$ cat config.mk
export PLATFORM = sky130hd
export DESIGN_NAME = seg7_scan_driver
export DESIGN_NICKNAME = d
export VERILOG_FILES = /design/src/rtl/seg7_pkg.sv /design/src/rtl/seg7_glyph.sv /design/src/rtl/seg7_scan_driver.sv
export SDC_FILE = /design/constraint.sdc
export NUM_CORES = 1
export LEC_CHECK = 0
export BUFFER_PORTS_ARGS = -buffer_cell sky130_fd_sc_hd__buf_2
export CAP_MARGIN = 20
export CORE_MARGIN = 5
export CORE_UTILIZATION = 30
export CTS_BUF_LIST = sky130_fd_sc_hd__clkbuf_4 sky130_fd_sc_hd__clkbuf_8
export DETAILED_ROUTE_END_ITERATION = 10
export GPL_TIMING_DRIVEN = 0
export PLACE_DENSITY_LB_ADDON = 0.25
export SYNTH_ARGS = -nofsm -noshare
export SYNTH_HDL_FRONTEND = slang
export SYNTH_HIERARCHICAL = 1
export SYNTH_SLANG_ARGS = --single-unit
$ cat constraint.sdc
create_clock -name clk -period 5.5 [get_ports clk]
set_input_delay 0 -clock clk [delete_from_list [all_inputs] [get_ports clk]]
set_output_delay 0 -clock clk [all_outputs]
set_load 0.005 [all_outputs]
$ cat src/rtl/seg7_pkg.sv
// Shared constants for the seven-segment scan driver: glyph table, blank
// pattern and the index-width helper.
package seg7_pkg;

   typedef logic [3:0] nibble_t;
   typedef logic [6:0] seg_t;

   localparam seg_t SEG_BLANK = 7'b0000000;

   // Active-high glyphs, bit6 = a ... bit0 = g; entry 0 is rightmost.
   localparam logic [15:0][6:0] GLYPH_TABLE = {
      7'b1000111,  // F
      7'b1001111,  // E
      7'b0111101,  // d
      7'b1001110,  // C
      7'b0011111,  // b
      7'b1110111,  // A
      7'b1111011,  // 9
      7'b1111111,  // 8
      7'b1110000,  // 7
      7'b1011111,  // 6
      7'b1011011,  // 5
      7'b0110011,  // 4
      7'b1111001,  // 3
      7'b1101101,  // 2
      7'b0110000,  // 1
      7'b1111110   // 0
   };

   // Ceiling log2 with a floor of 1 so a single-digit bank still has a port.
   function automatic int clog2(input int value);
      int width;
      width = 0;
      while ((1 << width) < value) width++;
      return (width < 1) ? 1 : width;
   endfunction

endpackage

$ cat src/rtl/seg7_glyph.sv
// Combinational hex nibble to active-high seven-segment pattern.
module seg7_glyph
   import seg7_pkg::*;
(
   input  logic [3:0] nibble,
   output logic [6:0] segs
);

   assign segs = GLYPH_TABLE[nibble];

endmodule

$ cat src/rtl/seg7_scan_driver.sv
// Time-multiplexed N-digit seven-segment driver with shadowed data, per-digit
// enables/dp, leading-zero blanking and selectable output polarity.
module seg7_scan_driver
   import seg7_pkg::*;
#(
   parameter int NUM_DIGITS  = 8,
   parameter int REFRESH_DIV = 100000,
   parameter bit ACTIVE_LOW  = 1'b1,
   localparam int IDX_W      = clog2(NUM_DIGITS)
) (
   input  logic                    clk,
   input  logic                    clr,
   input  logic [4*NUM_DIGITS-1:0] value,
   input  logic [NUM_DIGITS-1:0]   dp_in,
   input  logic [NUM_DIGITS-1:0]   digit_en,
   input  logic                    blank_lz,
   input  logic                    load,
   output logic [6:0]              a_to_g,
   output logic                    dp,
   output logic [NUM_DIGITS-1:0]   an,
   output logic [IDX_W-1:0]        scan_idx
);

   localparam int              PRE_W    = clog2(REFRESH_DIV);
   localparam logic [PRE_W-1:0] PRE_LAST = PRE_W'(REFRESH_DIV - 1);
   localparam logic [IDX_W-1:0] IDX_LAST = IDX_W'(NUM_DIGITS - 1);
   localparam logic            INV      = ACTIVE_LOW;

   logic [PRE_W-1:0]        pre_q;
   logic [IDX_W-1:0]        idx_q;
   logic [4*NUM_DIGITS-1:0] value_q;
   logic [NUM_DIGITS-1:0]   dp_q;
   logic [NUM_DIGITS-1:0]   dark_q;

   logic [NUM_DIGITS-1:0]   zero_run;
   logic [NUM_DIGITS-1:0]   an_hot;
   logic [3:0]              cur_nib;
   logic                    cur_dp;
   logic                    cur_dark;
   logic                    cur_zero;
   logic                    blank;
   logic [6:0]              glyph_segs;
   logic [6:0]              seg_next;
   logic                    dp_next;

   // Prescaler and digit index; load never disturbs the scan phase.
   // NOTE: non-blocking assignments so every register samples pre-edge values.
   always_ff @(posedge clk) begin
      if (clr) begin
         pre_q <= '0;
         idx_q <= '0;
      end else if (pre_q == PRE_LAST) begin
         pre_q <= '0;
         idx_q <= (idx_q == IDX_LAST) ? '0 : idx_q + 1'b1;
      end else begin
         pre_q <= pre_q + 1'b1;
      end
   end

   // Enables are kept as a dark mask so the all-zero cleared state lights
   // every digit and an empty word reads as "0".
   // NOTE: shadow registers are cleared explicitly; they are flops, not a RAM.
   always_ff @(posedge clk) begin
      if (clr) begin
         value_q <= '0;
         dp_q    <= '0;
         dark_q  <= '0;
      end else if (load) begin
         value_q <= value;
         dp_q    <= dp_in;
         dark_q  <= ~digit_en;
      end
   end

   // zero_run[i]: nibbles i..NUM_DIGITS-1 are all zero.
   always_comb begin
      logic run;
      // NOTE: every combinational output gets a default first so no latch forms.
      zero_run = '0;
      run      = 1'b1;
      for (int i = NUM_DIGITS - 1; i >= 0; i--) begin
         run         = run & (value_q[4*i +: 4] == 4'h0);
         zero_run[i] = run;
      end
   end

   always_comb begin
      cur_nib  = '0;
      cur_dp   = 1'b0;
      cur_dark = 1'b0;
      cur_zero = 1'b0;
      an_hot   = '0;
      for (int i = 0; i < NUM_DIGITS; i++) begin
         if (idx_q == IDX_W'(i)) begin
            cur_nib   = value_q[4*i +: 4];
            cur_dp    = dp_q[i];
            cur_dark  = dark_q[i];
            cur_zero  = zero_run[i] && (i != 0);
            an_hot[i] = 1'b1;
         end
      end
   end

   seg7_glyph u_glyph (
      .nibble (cur_nib),
      .segs   (glyph_segs)
   );

   always_comb begin
      blank    = cur_dark | (blank_lz & cur_zero);
      seg_next = blank ? SEG_BLANK : glyph_segs;
      dp_next  = ~blank & cur_dp;
   end

   // Anode and segments share one edge, so digits never overlap on a switch.
   always_ff @(posedge clk) begin
      if (clr) begin
         a_to_g   <= {7{INV}};
         dp       <= INV;
         an       <= {NUM_DIGITS{INV}};
         scan_idx <= '0;
      end else begin
         a_to_g   <= seg_next ^ {7{INV}};
         dp       <= dp_next ^ INV;
         an       <= an_hot ^ {NUM_DIGITS{INV}};
         scan_idx <= idx_q;
      end
   end

endmodule

# Word level (Yosys, flattened, before mapping)

Memory sizes are Yosys's and may differ from the RTL's.
Index checks and enable logic that the tools add are counted.

Bits in writable memories: 0
Output and inout bits: 19
Memories kept: 1
Word-level logic and storage cells: 86
Bits in latches: 0
ROM bits: 112
Flip-flop bits (word level): 87

Memories:

| memory           | words | width | rd ports | clocked after Yosys merged registers in | write ports | RTL line        | source |
|---|---|---|---|---|---|---|---|
| (name not given) | 16    | 7     | 1        | 0                                       | 0           | seg7_glyph.sv:9 | `assign segs = GLYPH_TABLE[nibble];` |

Equal/unequal tests: 8
Reductions and logical operators: 9
Shifts and indexed selects: 0
Divide/modulo/power cells: 0
Add/subtract/negate cells: 2
$mul: 0
Bitwise gates (word level): 14
$lt $le $gt $ge: 1
Muxes and demuxes: 42

Operators with widths:

| operator                                           | count |
|---|---|
| two-way mux 4 bit                                  | 8 |
| two-way mux 1 bit                                  | 31 |
| zero test 4 bit                                    | 7 |
| adder 17 x 1 -> 17 bit, second input constant      | 1 |
| == test 17 bit, second input constant              | 1 |
| NOT 8 bit                                          | 2 |
| two-way mux 7 bit                                  | 2 |
| == test 3 bit, second input constant               | 4 |
| AND 1 bit                                          | 8 |
| NOT 7 bit                                          | 1 |
| == test 3 x 2 -> 1 bit, second input constant      | 2 |
| < comparator 4 x 5 -> 1 bit, second input constant | 1 |
| adder 3 x 1 -> 3 bit, second input constant        | 1 |
| == test 3 x 1 -> 1 bit, second input constant      | 1 |
| zero test 3 bit                                    | 1 |
| two-way mux 3 bit                                  | 1 |
| NOT 1 bit                                          | 2 |
| OR reduction 2 bit                                 | 1 |
| bitwise OR 1 bit                                   | 1 |

# Depth between registers and ports, before layout

Gate-level depths: netlist (run 1).

Depth after elaboration: 19
Mapped depth: 14
Gate-level depth less buffers: 12

# Modules after synthesis

Netlist (run 1), hierarchy kept.

By module, submodules not included:

| module           | instances | area an instance (um^2) | sequential area each (um^2) | cells an instance |
|---|---|---|---|---|
| seg7_scan_driver | 1         | 3726.1                  | 1741.7                      | 406 |
| seg7_glyph       | 1         | 290.3                   | 0.0                         | 33 |

# Worst setup path before layout (run 1)

Ideal clock, no wire load.

Path kind: reg2reg
Start: register idx_q[0]
End: register a_to_g[3]
Period minus slack after synthesis: 2.966 ns
Path buffers: 2
Cell stages (with the launch flop): 12
Path slack: 2.534 ns
Required time: 5.437 ns
Arrival time: 2.903 ns
Cell sequence: dfxtp_1 > inv_1 > ha_1 > buf_2 > and2_1 > clkbuf_1 > o31a_1 > o31ai_1 > inv_1 > ha_1 > mux4_1 > nand3_1

Longest elaborated chain between the ends: 13

RTL lines:

| item                                      | RTL line                | source |
|---|---|---|
| from (decl)                               | seg7_scan_driver.sv:30  | `logic [IDX_W-1:0] idx_q;` |
| from (signal assigned)                    | seg7_scan_driver.sv:54  | `idx_q <= (idx_q == IDX_LAST) ? '0 : idx_q + 1'b1;` |
| zero test 3 bit                           | seg7_scan_driver.sv:94  | `if (idx_q == IDX_W'(i)) begin` |
| two-way mux 4 bit (7 in a row)            | seg7_scan_driver.sv:94  |  |
| two-way mux 4 bit *                       | seg7_scan_driver.sv:94  |  |
| via cur_nib[1]                            | seg7_scan_driver.sv:37  | `logic [3:0] cur_nib;` |
| memory (16 x 7 bit) *                     | --                      |  |
| two-way mux 7 bit (not written as such) * | seg7_glyph.sv:9         |  |
| via glyph_segs[3]                         | seg7_scan_driver.sv:42  | `logic [6:0] glyph_segs;` |
| two-way mux 7 bit *                       | seg7_scan_driver.sv:111 | `seg_next = blank ? SEG_BLANK : glyph_segs;` |
| NOT 7 bit (no source line) *              | --                      |  |
| to (signal assigned)                      | seg7_scan_driver.sv:118 | `a_to_g <= {7{INV}};` |
| to (signal assigned)                      | seg7_scan_driver.sv:123 | `a_to_g <= seg_next ^ {7{INV}};` |
| to (decl)                                 | seg7_scan_driver.sv:18  | `output logic [6:0] a_to_g,` |

Mark *: on every way through the listed nets, which the timed path passes. The rest lies on a longest branch. The select of a mux whose other input is x is not followed.
A chain may end at the register's enable or synchronous reset.

# Worst setup path after layout (run 1)

Start: register idx_q[2]
End: register a_to_g[3]

Same word-level chain as after synthesis.

==> results.toml, run 1 <==
[status]
outcome = "complete, no violations"

[logic_synthesis]
synth-edff-count = 0
ys_ff_latch = 87
synth_cells = 439
synth_top_cell_by_area = "dfxtp_1"
synthArstFlopShare_pct = 0
yosys-top-cells-area = "dfxtp_1 (43%), mux2i_1 (11%), nor2_1 (7.9%)"
yosysMostFrequentCell = "dfxtp_1"
synthFlopType = "dfxtp_1"
synth_area_mm2 = 0.00402
synth.avg_cell_area_um2 = 9.15
ys_warn_count = 6
yosysUniqueCellTypes = 53
syn-num-nets = 505
yosysSeqAreaShare_pct = 43.4
synth.top_cell.area_share_pct = 43.4
synth_common_cells = "dfxtp_1 (87), nor2_1 (85), mux2i_1 (44)"

[placed_design]
dp_hpwl_um = 7780
portBuffers = 68
place_congestion = 0.841
dp.cells = 683

[worst_setup_path]
start_kind = "flip-flop"
worstSetupPathType = "flip-flop to flip-flop"
worst-r2r-setup-slack_ns = 1.87
cp_max_fo = 10
worstPathArrival_ns = 3.91
required_ns = 5.79
worstSetupEndpointType = "flip-flop"

[sta]
fin_crit_ns = 3.63
max_freq_ghz = 0.276
rsz0062_at_grt = "no"
report.final.slew_viol_count = 0
tightestPinTransition_ns = 0.719
fin_crit_sh_pct = 65.9
hold_viol_final = 0
setup_viol = 0
setup_tns_ns = 0
timing.clock.skew_ns = 0.00725
relSlewSlack_pct = 51.6

[final_layout]
layout.nets = 632
syn2layout_area_growth_pct = 30.4
layout-drive-gt1-share_pct = 19.4
nFillCells = 1379
finalNonFillerCells = 747
utilization_pct = 39.7
multi_input_area_mm2 = 0.00209
regArea_mm2 = 0.00174
num_antenna_cells = 0

[die]
dieArea_mm2 = 0.0158
design.core.area_mm2 = 0.0132
initial_utilization_pct = 30.4
die_w_um = 126
io-pin-count = 71
rows = 42
die_h_um = 126

[detailed_routing]
drt_iter0_markers = 201
drtAntennaViolNets = 0
via_per_inst = 4.62
firstDrtPassIters = 4
drc_errors = 0
wire_per_inst_um = 14.0
drt_wl_total_um = 10500
vias = 3449

[cts]
post-cts-setup-buffers = 0
cts_made_buffers = 9
cts_htree_levels = 3
clk_pin_slew_ns = 0.08
cts_tree = "built"
cts_sinks = 87
clk_latency_ns = 0.35
clk_root_buffer_cell = "clkbuf_8"
clock_path_buffers = 2

[grt]
grt_pass1_vias = 3644
grt_antenna_before_repair = 0
overflow = 0
grtUsageTotal_pct = 13.7
grt_pass1_wl_um = 17700
grt_max_degree = 14

[pwr]
vdd_drop_max_uv = 139
swShare_pct = 24.6
p_int_w = 0.000942
p_clk_share_pct = 32.4
p_sw_w = 0.000307
sequentialPowerShare_pct = 54.4
power.static_leakage_nw = 2.20
pwr-share-comb_pct = 13.2
pwr_density_cell_mw_per_mm2 = 238

[hold_path]
hold_class = "primary input to flip-flop"

[run]
maxCapViolCount = 0
layer usage:
metal	vias up	wire length, um	global-route usage [%]
li1	1766	-	-
met1	1602	4630	16.3
met2	68	5230	23.9
met3	13	419	3.73
met4	0	179	4.53
met5	-	0	0
power groups by stage:
stage / logic (W) / clock network (W) / registers (W)
after floorplan: 0.0000895 / 0 / 0.000690
after global placement: 0.000137 / 0 / 0.000694
after detailed placement: 0.000139 / 0 / 0.000694
after CTS: 0.000166 / 0.000425 / 0.000680
after global routing: 0.000184 / 0.000453 / 0.000684
final: 0.000164 / 0.000405 / 0.000679
worst paths after layout:
kind	from	endpoint	depth (start not counted)
worst max-delay path	idx_q[2]$_SDFFE_PP0P_	a_to_g[3]$_SDFF_PP1_	11
worst min-delay path	clr	an[6]$_SDFF_PP1_	2
worst max register to register	idx_q[2]$_SDFFE_PP0P_	a_to_g[3]$_SDFF_PP1_	11
worst min register to register	pre_q[0]$_SDFF_PP0_	pre_q[0]$_SDFF_PP0_	1
placed cells by master (no fill, tap or decap), types with 8 or more instances in the layout:
master	Yosys	final
nor2_1	85	85
mux2i_1	44	44
clkbuf_8	0	11
nor2b_1	8	8
nand2_1	23	23
a211oi_1	10	10
nand3_1	13	13
inv_1	15	15
buf_2	12	80
a21oi_1	16	16
xnor2_1	10	10
clkbuf_1	8	8
dlygate4sd3_1	0	48
dfxtp_1	87	87
ha_1	14	14
state kept, by name, summed over array words and instances, names as in the netlist:
register and flops:
pre_q 17, dark_q 8, scan_idx 3, an 8, value_q 32, dp_q 8
dp 1, a_to_g 7, idx_q 3
critical path: stages, from the launching register on:
cell and delay, ns:
dfxtp_1 0.37, buf_4 0.20, inv_1 0.13, ha_1 0.36, clkbuf_1 0.37, a221oi_1 0.10
o31a_1 0.31, o31ai_1 0.57, inv_1 0.22, ha_1 0.35, mux4_1 0.50, nand3_1 0.08
repair_timing:
action                    CTS  global route
hold endpoints to repair   48             0
hold buffers               48             0
resized for setup           0             0
stage by stage:
| stage | power [W] | cell area, um2 | setup slack [ns] | hold slack [ns] |
|---|---|---|---|---|
| global route | 0.00132 | 5240 | 1.58 | 0.0561 |
| global placement | 0.000830 | 4580 | 1.97 | 0.188 |
| floorplan | 0.000779 | 4020 | 2.53 | 0.0990 |
| finish | 0.00125 | 5240 | 1.87 | 0.0566 |
| detailed placement | 0.000833 | 4580 | 1.90 | 0.196 |
| CTS | 0.00127 | 5240 | 1.86 | 0.0401 |
cells by family after synthesis:
logic type,share of synthesized area [%]
AOI/OAI and AO/OA,11.1
xor gates and xnor gates,3.27
DFF,43.4
muxes,12.6
and+or+nand+nor,20.7
adders and majority gates,4.36
buffers and inverters,4.67
final cells by class:
cell class	count	area share [%]
clock inverters	4	0.382
plain buffers	27	2.51
clock buffers	12	3.03
flip-flops and latches	87	33.3
repair buffers	116	15.7
multi-input cells	310	39.9
inverters	15	1.08
well taps	176	4.21
Note: power is estimated with default switching activity, not from simulation.
==> inputs of run 2 (changes only) <==
clock period = 3.51 ns   (was 5.5 ns; I/O delays follow)
==> results.toml, run 2 (synthesis results as in run 1) <==
[final_layout]
top_regs = "value_q x32, pre_q x17"
layout.cells.most_common = "dfxtp_1"
regArea_mm2 = 0.00174
layout.nets = 631
multi_input_area_mm2 = 0.00211
syn2layout_area_growth_pct = 30.8
final_cell_mix = "dfxtp_1 (87), nor2_1 (85), buf_2 (80)"
finalNonFillerCells = 746
num_antenna_cells = 0
layout-drive-gt1-share_pct = 20.0
largest-register = "value_q"
largest_register_ffs = 32
nFillCells = 1379

[sta]
max_freq_ghz = 0.303
tightestPinTransition_ns = 0.715
timing.hold.ws_ns = 0.0447
fin_crit_ns = 3.31
report.final.slew_viol_count = 0
setup_tns_ns = 0
timing.clock.skew_ns = 0.00829
fin_crit_sh_pct = 94.2
hold_viol_final = 0
fin_ws_ns = 0.204
relSlewSlack_pct = 51.9
setup_viol = 0
rsz0062_at_grt = "no"

[pwr]
pwr-share-comb_pct = 13.2
pwr_density_cell_mw_per_mm2 = 373
vdd_drop_max_uv = 218
p_clk_share_pct = 32.4
p_sw_w = 0.000482
swShare_pct = 24.6
p_int_w = 0.00148
power.static_leakage_nw = 2.21
sequentialPowerShare_pct = 54.3

[die]
io-pin-count = 71
die_h_um = 126
design.core.area_mm2 = 0.0132
rows = 42
initial_utilization_pct = 30.4
die_w_um = 126
dieArea_mm2 = 0.0158

[hold_path]
hold_class = "primary input to flip-flop"

[cts]
cts_made_buffers = 9
clk_pin_slew_ns = 0.08
cts_sinks = 87
cts_htree_levels = 3
clk_latency_ns = 0.35
post-cts-setup-buffers = 0
cts_tree = "built"
clk_root_buffer_cell = "clkbuf_8"
clock_path_buffers = 2

[detailed_routing]
drt_iter0_markers = 196
wire_per_inst_um = 14.0
via_per_inst = 4.61
drc_errors = 0
drt_wl_total_um = 10400
vias = 3436
firstDrtPassIters = 4
drtAntennaViolNets = 0

[worst_setup_path]
worstSetupPathType = "flip-flop to flip-flop"
start_kind = "flip-flop"
required_ns = 3.73
cp_max_fo = 10
worstSetupEndpointType = "flip-flop"
worstPathArrival_ns = 3.52

[status]
outcome = "complete, no violations"

[placed_design]
post-place-ws_ns = -0.0859
dp_hpwl_um = 7780
place_congestion = 0.841
portBuffers = 68
dp.cells = 683

[grt]
overflow = 0
grt_max_degree = 14
grtUsageMet2_pct = 24.1
globalRouteMet3Util_pct = 3.73
top_usage_layer = "met2"
grt_use_met1_pct = 16.3
grtUsageTotal_pct = 13.7
grt_antenna_before_repair = 0
grt_pass1_vias = 3657
grt_pass1_wl_um = 17700

[run]
maxCapViolCount = 0
-- run 2: cell count changes in the layout (fill, tap and decap cells not counted) --
cell / previous run / this run
o31ai_4: 0 / 1
clkbuf_2: 0 / 1
o31ai_1: 4 / 2
o21ai_1: 0 / 1
clkbuf_1: 8 / 6
o21ai_0: 6 / 5
o31ai_2: 0 / 1
-- run 2: path summary, 6_finish.rpt --
check                                            from              endpoint  slack [ns]  depth (start not counted)
worst max-delay path            idx_q[1]$_SDFFE_PP0P_  a_to_g[0]$_SDFF_PP1_        0.20                         12
worst max register to register  idx_q[1]$_SDFFE_PP0P_  a_to_g[0]$_SDFF_PP1_        0.20                         12
worst min register to register    pre_q[0]$_SDFF_PP0_   pre_q[0]$_SDFF_PP0_        0.44                          1
worst min-delay path                              clr      an[6]$_SDFF_PP1_        0.04                          2
-- run 2: stage by stage --
stage               area [um2]  power, W  util (%)
floorplan                 4020   0.00122         -
global placement          4580   0.00130      34.7
detailed placement        4580   0.00131      34.7
CTS                       5250   0.00199      39.8
global route              5250   0.00207      39.8
finish                    5250   0.00196      39.8
-- run 2: final cells by class --
cell class                 count  share of cell area [%]
clock buffer                  12                    3.03
tap                          176                    4.19
multi-input combinational    310                    40.1
inverter                      15                    1.07
sequential                    87                    33.2
buffer                        26                    2.45
clock inverter                 4                   0.381
timing repair buffer         116                    15.6
-- run 2: per-layer routing --
layer,vias to the layer above,routed length [um]
met1,1595,4600
met2,68,5230
met3,13,423
met4,0,178
li1,1760,-
met5,-,0
-- run 2: what timing repair did --
action                                 4_1_cts  5_1_grt
endpoints found under the hold margin       48        0
setup endpoints to repair                    2        4
hold buffers                                48        0
gates resized for setup                      2        4
-- run 2: critical path, cell delays in order (launching register included) --
cell	delay, ns
dfxtp_1	0.39
inv_1	0.09
ha_1	0.19
buf_2	0.18
buf_2	0.19
o21ai_0	0.27
a221oi_1	0.15
o31a_1	0.34
o31ai_1	0.63
buf_6	0.24
mux2_4	0.30
a21oi_1	0.14
nand3_1	0.07
-- run 2: power by group through the flow --
stage	registers [W]	clock network, W	logic [W]
floorplan	0.00108	0	0.000140
global placement	0.00109	0	0.000214
detailed placement	0.00109	0	0.000217
CTS	0.00106	0.000666	0.000261
global route	0.00107	0.000709	0.000290
finish	0.00106	0.000636	0.000259
==> inputs of run 3 (changes only) <==
ABC_AREA = 1   (was default)
CELL_PAD_IN_SITES_DETAIL_PLACEMENT = 0   (was default)
CELL_PAD_IN_SITES_GLOBAL_PLACEMENT = 2   (was default)
==> results.toml, run 3 <==
[grt]
grt_antenna_before_repair = 0
grt_pass1_vias = 3966
grt_pass1_wl_um = 18900
grtUsageTotal_pct = 14.7
grt_max_degree = 15
overflow = 0

[final_layout]
layout.cells.most_common = "nand2_1"
num_antenna_cells = 0
largest-register = "value_q"
utilization_pct = 40.1
multi_input_area_mm2 = 0.00202
syn2layout_area_growth_pct = 31.1
final_cell_mix = "nand2_1 (119), nor2_1 (114), dfxtp_1 (87)"
nFillCells = 1439
layout-drive-gt1-share_pct = 16.4
largest_register_ffs = 32
top_regs = "value_q x32, pre_q x17"
layout.nets = 769
regArea_mm2 = 0.00174

[logic_synthesis]
ys_ff_latch = 87
synthFlopType = "dfxtp_1"
synth_cells = 574
synth_common_cells = "nand2_1 (119), nor2_1 (114), dfxtp_1 (87)"
synth_top_family_by_area = "simple AND/OR/NAND/NOR gates"
yosys-top-cells-area = "dfxtp_1 (43%), nand2_1 (11%), nor2_1 (11%)"
synth_fa_ha_area_share_pct = 4.31
synth.area.mux_share_pct = 0
ys_warn_count = 6
synth_simple_gate_area_share_pct = 32.0
synthArstFlopShare_pct = 0
synth.avg_cell_area_um2 = 7.09
synth_top_cell_by_area = "dfxtp_1"
synth-edff-count = 0
yosysUniqueCellTypes = 32
synth.top_cell.area_share_pct = 42.8
synth_area_mm2 = 0.00407
yosysSeqAreaShare_pct = 42.8
synth_compound_area_share_pct = 12.4
synth_xor_area_share_pct = 1.08
syn-num-nets = 640
yosysMostFrequentCell = "nand2_1"

[detailed_routing]
vias = 3847
drt_iter0_markers = 155
firstDrtPassIters = 4
drtAntennaViolNets = 0
drc_errors = 0
via_per_inst = 4.35
wire_per_inst_um = 12.7
drt_wl_total_um = 11200

[sta]
report.final.slew_viol_count = 0
rsz0062_at_grt = "no"
timing.clock.skew_ns = 0.0103
setup_tns_ns = 0
relSlewSlack_pct = 59.4
fin_ws_ns = 0.681
setup_viol = 0
max_freq_ghz = 0.354
hold_viol_final = 0
tightestPinTransition_ns = 0.609
fin_crit_ns = 2.83
fin_crit_sh_pct = 80.6

[worst_setup_path]
crit_top_cell = "nand2_1"
required_ns = 3.76
cp_max_fo = 10
worstSetupPathType = "flip-flop to flip-flop"
crit_chain = "inv_1, ha_1, inv_1, nor2_4, inv_1, buf_2, nand3_1, o21ai_1, nor2_1, o21ai_1, nand2_1, nand2_1, nand2_1, inv_1, ha_1, nand2_1, o21ai_0, nand2_1, nand2_1, nand2_1, nand3b_1"
critPathMaxStageDelay_ns = 0.34
slowest_stage = "dfxtp_1"
worstSetupEndpointType = "flip-flop"
path_buf_inv = 5
path_delay_family = "simple AND/OR/NAND/NOR gates"
worstPathArrival_ns = 3.08
start_kind = "flip-flop"
worst-r2r-setup-slack_ns = 0.68

[cts]
cts_made_buffers = 9
clk_latency_ns = 0.37
cts_tree = "built"
cts_sinks = 87
clock_path_buffers = 2
cts_resized = 0
cts_htree_levels = 3
post-cts-setup-buffers = 0
cts_hold_buf = 49
clk_root_buffer_cell = "clkbuf_8"
clk_pin_slew_ns = 0.09

[die]
die_h_um = 126
die_w_um = 126
initial_utilization_pct = 30.6
io-pin-count = 71
rows = 42
design.core.area_mm2 = 0.0133
dieArea_mm2 = 0.0160

[pwr]
pwr_density_cell_mw_per_mm2 = 384
vdd_drop_max_uv = 157
power.static_leakage_nw = 2.47

[placed_design]
post-place-ws_ns = 0.676
place_congestion = 0.822
dp_hpwl_um = 8510
portBuffers = 69

[run]
maxCapViolCount = 0

[status]
outcome = "complete, no violations"

[hold_path]
hold_class = "primary input to flip-flop"
[run 3: changes by cell type after synthesis, sizes merged, moves of 10 or more]
cell    before  now
nand3       13   23
nor2        85  120
inv         15   51
a211oi      11    1
o21ai        6   67
buf         19    7
nand2       24  125
mux2i       44    0
xnor2       10    0
a21oi       16   26
[run 3: cell type report]
type | count | area share (%)
Tap cell | 176 | 4.13
Inverter | 51 | 3.59
Buffer | 24 | 2.07
Clock inverter | 5 | 1.06
Clock buffer | 11 | 2.84
Sequential cell | 87 | 32.7
Timing Repair Buffer | 118 | 15.7
Multi-Input combinational cell | 412 | 38.0
[run 3: cell families after synthesis]
kind of cell               after synthesis
and+or+nand+nor                        297
AOI/OAI and AO/OA                       96
DFF                                     87
buffers and inverters                   75
adders and majority gates               14
xor gates and xnor gates                 5
[run 3: path summary, 6_finish.rpt]
| check | start | to | cells after the start |
|---|---|---|---|
| max | idx_q[0]$_SDFFE_PP0P_ | a_to_g[3]$_SDFF_PP1_ | 21 |
| min | load | value_q[31]$_SDFFE_PP0P_ | 3 |
| max reg2reg | idx_q[0]$_SDFFE_PP0P_ | a_to_g[3]$_SDFF_PP1_ | 21 |
| min reg2reg | pre_q[0]$_SDFF_PP0_ | pre_q[0]$_SDFF_PP0_ | 1 |
[run 3: metal layers]
metal	vias up	global-route usage, %	share of wire, %
met2	64	23.8	45
li1	2087	-	-
met3	13	2.65	4.1
met4	0	5.49	1.5
met5	-	0	0
met1	1683	19.6	49
[run 3: worst min-delay path, cell delays in order]
cell and delay (ns):
clkbuf_1 0.18, o21ai_0 0.20, nor2_1 0.04
[run 3: where the power goes]
group          switching [W]  internal (W)  leakage, nW  total (W)
logic               0.000133      0.000122         1.64   0.000256
registers          0.0000277       0.00104        0.717    0.00107
clock network       0.000359      0.000366        0.105   0.000725
total               0.000520       0.00153         2.47    0.00205
[run 3: stage by stage]
step                power (W)  instance area (um2)  std cells  hold WS [ns]
floorplan             0.00121                 4070        574        0.0724
global placement      0.00130                 4630        819         0.186
detailed placement    0.00130                 4630        819         0.190
CTS                   0.00209                 5330        884        0.0577
global route          0.00217                 5330        884        0.0964
finish                0.00205                 5330        884        0.0885
